[config.mk]
export PLATFORM = sky130hd
export DESIGN_NAME = fifo_stream_reader
export DESIGN_NICKNAME = d
export VERILOG_FILES = /design/src/rtl/fifo_stream_pkg.sv /design/src/rtl/stream_skid_buf.sv /design/src/rtl/fifo_stream_reader.sv
export SDC_FILE = /design/constraint.sdc
export NUM_CORES = 1
export LEC_CHECK = 0
export CAP_MARGIN = 20
export CORE_MARGIN = 2
export CORE_UTILIZATION = 36
export DETAILED_ROUTE_END_ITERATION = 8
export GPL_ROUTABILITY_DRIVEN = 0
export PLACE_DENSITY_LB_ADDON = 0.08
export SYNTH_ARGS = -nofsm -noshare
export SYNTH_HDL_FRONTEND = slang
export SYNTH_SLANG_ARGS = --single-unit
[constraint.sdc]
create_clock -name clk -period 2.51 [get_ports clk]
set_clock_uncertainty 0.1 [all_clocks]
set_input_delay 0.251 -clock clk [delete_from_list [all_inputs] [get_ports clk]]
set_output_delay 0.251 -clock clk [all_outputs]
set_load 0.01 [all_outputs]
[src/rtl/fifo_stream_pkg.sv]
// Shared types and constants for the FIFO stream reader slice.
// Buffer state encoding doubles as the occupancy count.
package fifo_stream_pkg;

   typedef enum logic [1:0] {
      EMPTY = 2'd0,
      ONE   = 2'd1,
      TWO   = 2'd2
   } buf_state_t;

   localparam int unsigned BUF_DEPTH = 2;
   localparam int unsigned OCC_WIDTH = 2;

   function automatic logic [OCC_WIDTH-1:0] occ_of(input buf_state_t s);
      logic [OCC_WIDTH-1:0] occ;
      case (s)
         ONE:     occ = 2'd1;
         TWO:     occ = 2'd2;
         default: occ = 2'd0;
      endcase
      return occ;
   endfunction

endpackage

[src/rtl/stream_skid_buf.sv]
// Two-entry in-order buffer; head is a register and is always the oldest word.
// Push writes din at the end of the cycle; pop retires the head.
module stream_skid_buf
   import fifo_stream_pkg::*;
#(
   parameter int unsigned DATA_WIDTH = 8
) (
   input  logic                  clk,
   input  logic                  reset,
   input  logic                  push,
   input  logic                  pop,
   input  logic [DATA_WIDTH-1:0] din,
   output logic [OCC_WIDTH-1:0]  occ,
   output logic [DATA_WIDTH-1:0] head
);

   buf_state_t            state, state_nxt;
   logic [DATA_WIDTH-1:0] head_q, tail_q, head_nxt, tail_nxt;

   always_ff @(posedge clk) begin
      if (!reset) begin
         state  <= EMPTY;
         head_q <= '0;
         tail_q <= '0;
      end else begin
         state  <= state_nxt;
         head_q <= head_nxt;
         tail_q <= tail_nxt;
      end
   end

   always_comb begin
      state_nxt = state;
      head_nxt  = head_q;
      tail_nxt  = tail_q;
      case (state)
         EMPTY: begin
            if (push) begin
               state_nxt = ONE;
               head_nxt  = din;
            end
         end
         ONE: begin
            case ({push, pop})
               2'b10: begin
                  state_nxt = TWO;
                  tail_nxt  = din;
               end
               2'b01: state_nxt = EMPTY;
               2'b11: head_nxt = din;
               default: ;
            endcase
         end
         TWO: begin
            // push without pop is excluded upstream; push with pop rotates the entries
            if (pop) begin
               head_nxt = tail_q;
               if (push) tail_nxt = din;
               else      state_nxt = ONE;
            end
         end
         default: state_nxt = EMPTY;
      endcase
   end

   assign occ  = occ_of(state);
   assign head = head_q;

endmodule

[src/rtl/fifo_stream_reader.sv]
// Drains a 1-cycle-latency FIFO into a valid/ready stream without dropping words.
// Reads are issued only when the 2-entry buffer can absorb the returning data.
module fifo_stream_reader
   import fifo_stream_pkg::*;
#(
   parameter int unsigned DATA_WIDTH = 8,
   parameter int unsigned CNT_WIDTH  = 16
) (
   input  logic                  clk,
   input  logic                  reset,
   input  logic                  en,
   input  logic                  fifo_empty,
   output logic                  fifo_rd,
   input  logic [DATA_WIDTH-1:0] fifo_rdata,
   output logic                  out_valid,
   input  logic                  out_ready,
   output logic [DATA_WIDTH-1:0] out_data,
   output logic [CNT_WIDTH-1:0]  word_count,
   output logic                  busy
);

   logic                 inflight;
   logic                 pop;
   logic                 room;
   logic [OCC_WIDTH-1:0] occ;

   assign pop  = out_valid & out_ready;
   // words already held plus the one returning must leave a free slot
   assign room = ({1'b0, occ} + {2'b00, inflight}) < 3'(BUF_DEPTH);
   assign fifo_rd = reset & en & ~fifo_empty & (room | pop);

   always_ff @(posedge clk) begin
      if (!reset) begin
         inflight   <= 1'b0;
         word_count <= '0;
      end else begin
         inflight <= fifo_rd;
         if (pop) word_count <= word_count + CNT_WIDTH'(1);
      end
   end

   stream_skid_buf #(
      .DATA_WIDTH (DATA_WIDTH)
   ) u_buf (
      .clk   (clk),
      .reset (reset),
      .push  (inflight),
      .pop   (pop),
      .din   (fifo_rdata),
      .occ   (occ),
      .head  (out_data)
   );

   assign out_valid = (occ != '0);
   assign busy      = out_valid | inflight;

endmodule

==> run metrics <==
area fraction of the dominant cell type after synthesis=0.4220; Slew HR=0.7729; critical path fanouts, max=8; post-CTS repair timing setup buffer count=0; post-detailed-route via-to-cell ratio=5.266; part of the power in combinational logic=0.314; drt drc=0; max-slew violation count=0; number of endpoints with negative hold slack in the final report=0; run status=finished, final reports clean; wire length reported by the detailed router=3.787 mm; capture endpoint of the worst hold path=u_buf.tail_q[2]; overall routing resource usage=0.1554; height of the die=roughly 72 um; post-DR wirelength/cell=~13 um; initial core utilization=0.3787; net count of the mapped netlist=200; logic depth of the worst register-to-register path=7; proportion of total power due to net switching=0.2887; layout cell share with drive strength beyond 1=0.1130; Placement Rows=24; first-pass GRT wire length=between 6 and 7 mm; first-pass iteration count of the detailed router=4; dominant cell type by area after synthesis=dfxtp_1; unrepaired setup endpoints after global routing=false; worst setup margin=197.5 ps; critical path capture point type=output port; overall power of the completed layout=1.913 mW; diodes inserted=0; register bit total from synthesis=35; Pleak=~0.80 nW; sequential fraction of the synthesis area=0.4220; share of flip-flops with an asynchronous set or reset after synthesis=0; Placement Setup Slack=297.3 ps; Fmax=~0.43 GHz; count of synthesis-stage warnings from yosys=0; instance count along the most critical hold path=2; number of buffers and inverters on the critical path=3; terminus of the critical flop-to-flop path=u_buf.state[1]; main area contributors after synthesis=dfxtp_1, mux2i_1, ha_1; cell count after synthesis=180; Final Critical Period=around 2300 ps; CP Class=reg -> out; GRT Residual Overflow=0; final net count=between 200 and 250; post-cts hold buffer count=0; internal portion of total power=about 1.4 mW; Worst Tran Pin Value=337.0 ps; num ports=40; Critical-path top delay cell=clkdlybuf4s50_1; Data arrival, critical path=1960 ps; largest net degree at the start of global routing=18; Tcrit/Tclk final=0.9213; number of H-tree levels=2; remaining number of nets flagged by the antenna check after routing=0; maximum number of buffers from clock root to sink=2; layout-stage area growth over the synthesis result=38.21%; distinct cell type count of the synthesized netlist=35; Cell Area, Placed=around 2200 um^2; clk sink count=35; Power Density=about 830 nW/um^2; area of the mapped netlist=around 1700 um^2; most instantiated flip-flop cell in the synthesis netlist=dfxtp_1; Chip Width=71.91 um; slowest cell delay on critical path=between 400 and 500 ps; most frequent cell after synthesis=dfxtp_1; area of the core=between 4000 and 5000 um^2; Worst R2R Setup Slack=between 400 and 500 ps; Final Cell Area=2295 um^2; synthesized area divided by synthesized cell count=around 9.2 um^2; HPWL reported at the end of detailed placement=around 2.8 mm; net switching power of the design=approximately 0.55 mW; Reg clk slew, reported paths=roughly 70 ps; classification of the worst-slack hold path=reg -> reg; sequential share of power=0.367; WP data required=2160 ps; clock tree from TritonCTS=built; category of the worst setup path launch point=register; worst skew pair latency=between 200 and 300 ps; count of buffers from port buffering=39; final worst hold slack=395.8 ps; count of flip-flops with a built-in enable after synthesis=0; clock root buffer master=clkbuf_8; total number of vias=about 1500; Synth top cells by count=dfxtp_1, nor2_1, mux2i_1, a21oi_1; post-route setup TNS=0 ps; clock network power share=0.320; number of clock buffers inserted by TritonCTS=5; vias in the first global route=1469; Die Area=just over 5000 um^2; cell-by-cell listing of the critical path=inv_1 > ha_1 > buf_4 > or2_2 > clkdlybuf4s50_1; final setup violation count=0; maximum capacitance violations=0; violation count after the first detailed-routing iteration=56; start of the worst register-to-register path=u_buf.state[0]; hold_sp=u_buf.tail_q[2]; worst ir drop on vdd=0.3537 mV; family with the most delay on the worst path=buffers and inverters; number of antenna violations at the first check in global routing=0
[worst reg2reg max path, stage by stage (launching register included)]
cell and delay, ps:
dfxtp_2 370, inv_1 80, ha_1 320, buf_4 170, and3_1 200, o21a_1 200, a211oi_1 330, mux2i_1 210
[layout by cell type, fill, tap and decap left out, drive strengths merged, types with 4 or more instances in the layout]
cell type      instances
a211oi                10
a21oi                 15
buf                    9
clkbuf                 5
clkdlybuf4s50         38
dfxtp                 35
ha                     7
inv                    7
mux2i                 17
nand2                  9
nand3                  4
nand4                  7
nor2                  22
nor3                   6
xnor2                  7
xor2                   4
[state kept, by name (all words and copies together), names as in the netlist]
name          count
inflight          1
u_buf.head        8
u_buf.state       2
u_buf.tail_q      8
word_count       16
[kinds of logic after synthesis]
| logic type | after synthesis | synth area share |
|---|---|---|
| buffers and inverters | 13 | 0.03466 |
| adder cells (fa/ha/maj) | 7 | 0.05275 |
| flip-flops | 35 | 0.4220 |
| XOR/XNOR | 11 | 0.05802 |
| multiplexers | 17 | 0.1025 |
| AND/OR/NAND/NOR | 62 | 0.1869 |
| AO/OA/AOI/OAI | 35 | 0.1432 |
[final cells by class]
class                           instances  area (um^2)
Fill cell                             407         2090
Multi-Input combinational cell        132        903.4
Sequential cell                        35        703.2
Timing Repair Buffer                   48        460.4
Clock buffer                            5        68.82
Clock inverter                          3        67.56
Tap cell                               52        65.06
Inverter                                7        26.28
[power by group through the flow]
stage | sequential (mW) | combinational [mW] | clock (mW)
finish | 0.702 | 0.600 | 0.611
global route | 0.714 | 0.649 | 0.645
CTS | 0.702 | 0.606 | 0.625
detailed placement | 0.713 | 0.604 | 0
global placement | 0.711 | 0.587 | 0
floorplan | 0.740 | 0.287 | 0
[worst max-delay path by stage]
stage / from / to / cells past startpoint
final: u_buf.state[0] / busy / 5
after global routing: u_buf.state[0] / busy / 5
after CTS: u_buf.state[0] / fifo_rd / 6
after detailed placement: u_buf.state[0] / fifo_rd / 6
after global placement: u_buf.state[0] / fifo_rd / 6
after floorplan: u_buf.state[0] / u_buf.tail_q[0] / 7
[per-layer routing]
layer	track usage	wire (um)
met5	0	0
met4	0.07966	66
met3	0.04167	153
met1	0.1723	1694
met2	0.2726	1872
[through the flow]
| stage | std cells | utilization |
|---|---|---|
| after floorplan | 180 | - |
| after global placement | 274 | 0.4909 |
| after detailed placement | 274 | 0.4909 |
| after CTS | 282 | 0.5223 |
| after global routing | 282 | 0.5234 |
| final | 282 | 0.5234 |
[repair_timing]
item	CTS	global route
gates cloned	0	0
resized for setup	1	3
setup endpoints to repair	1	1
(Power assumes the default switching activity.)
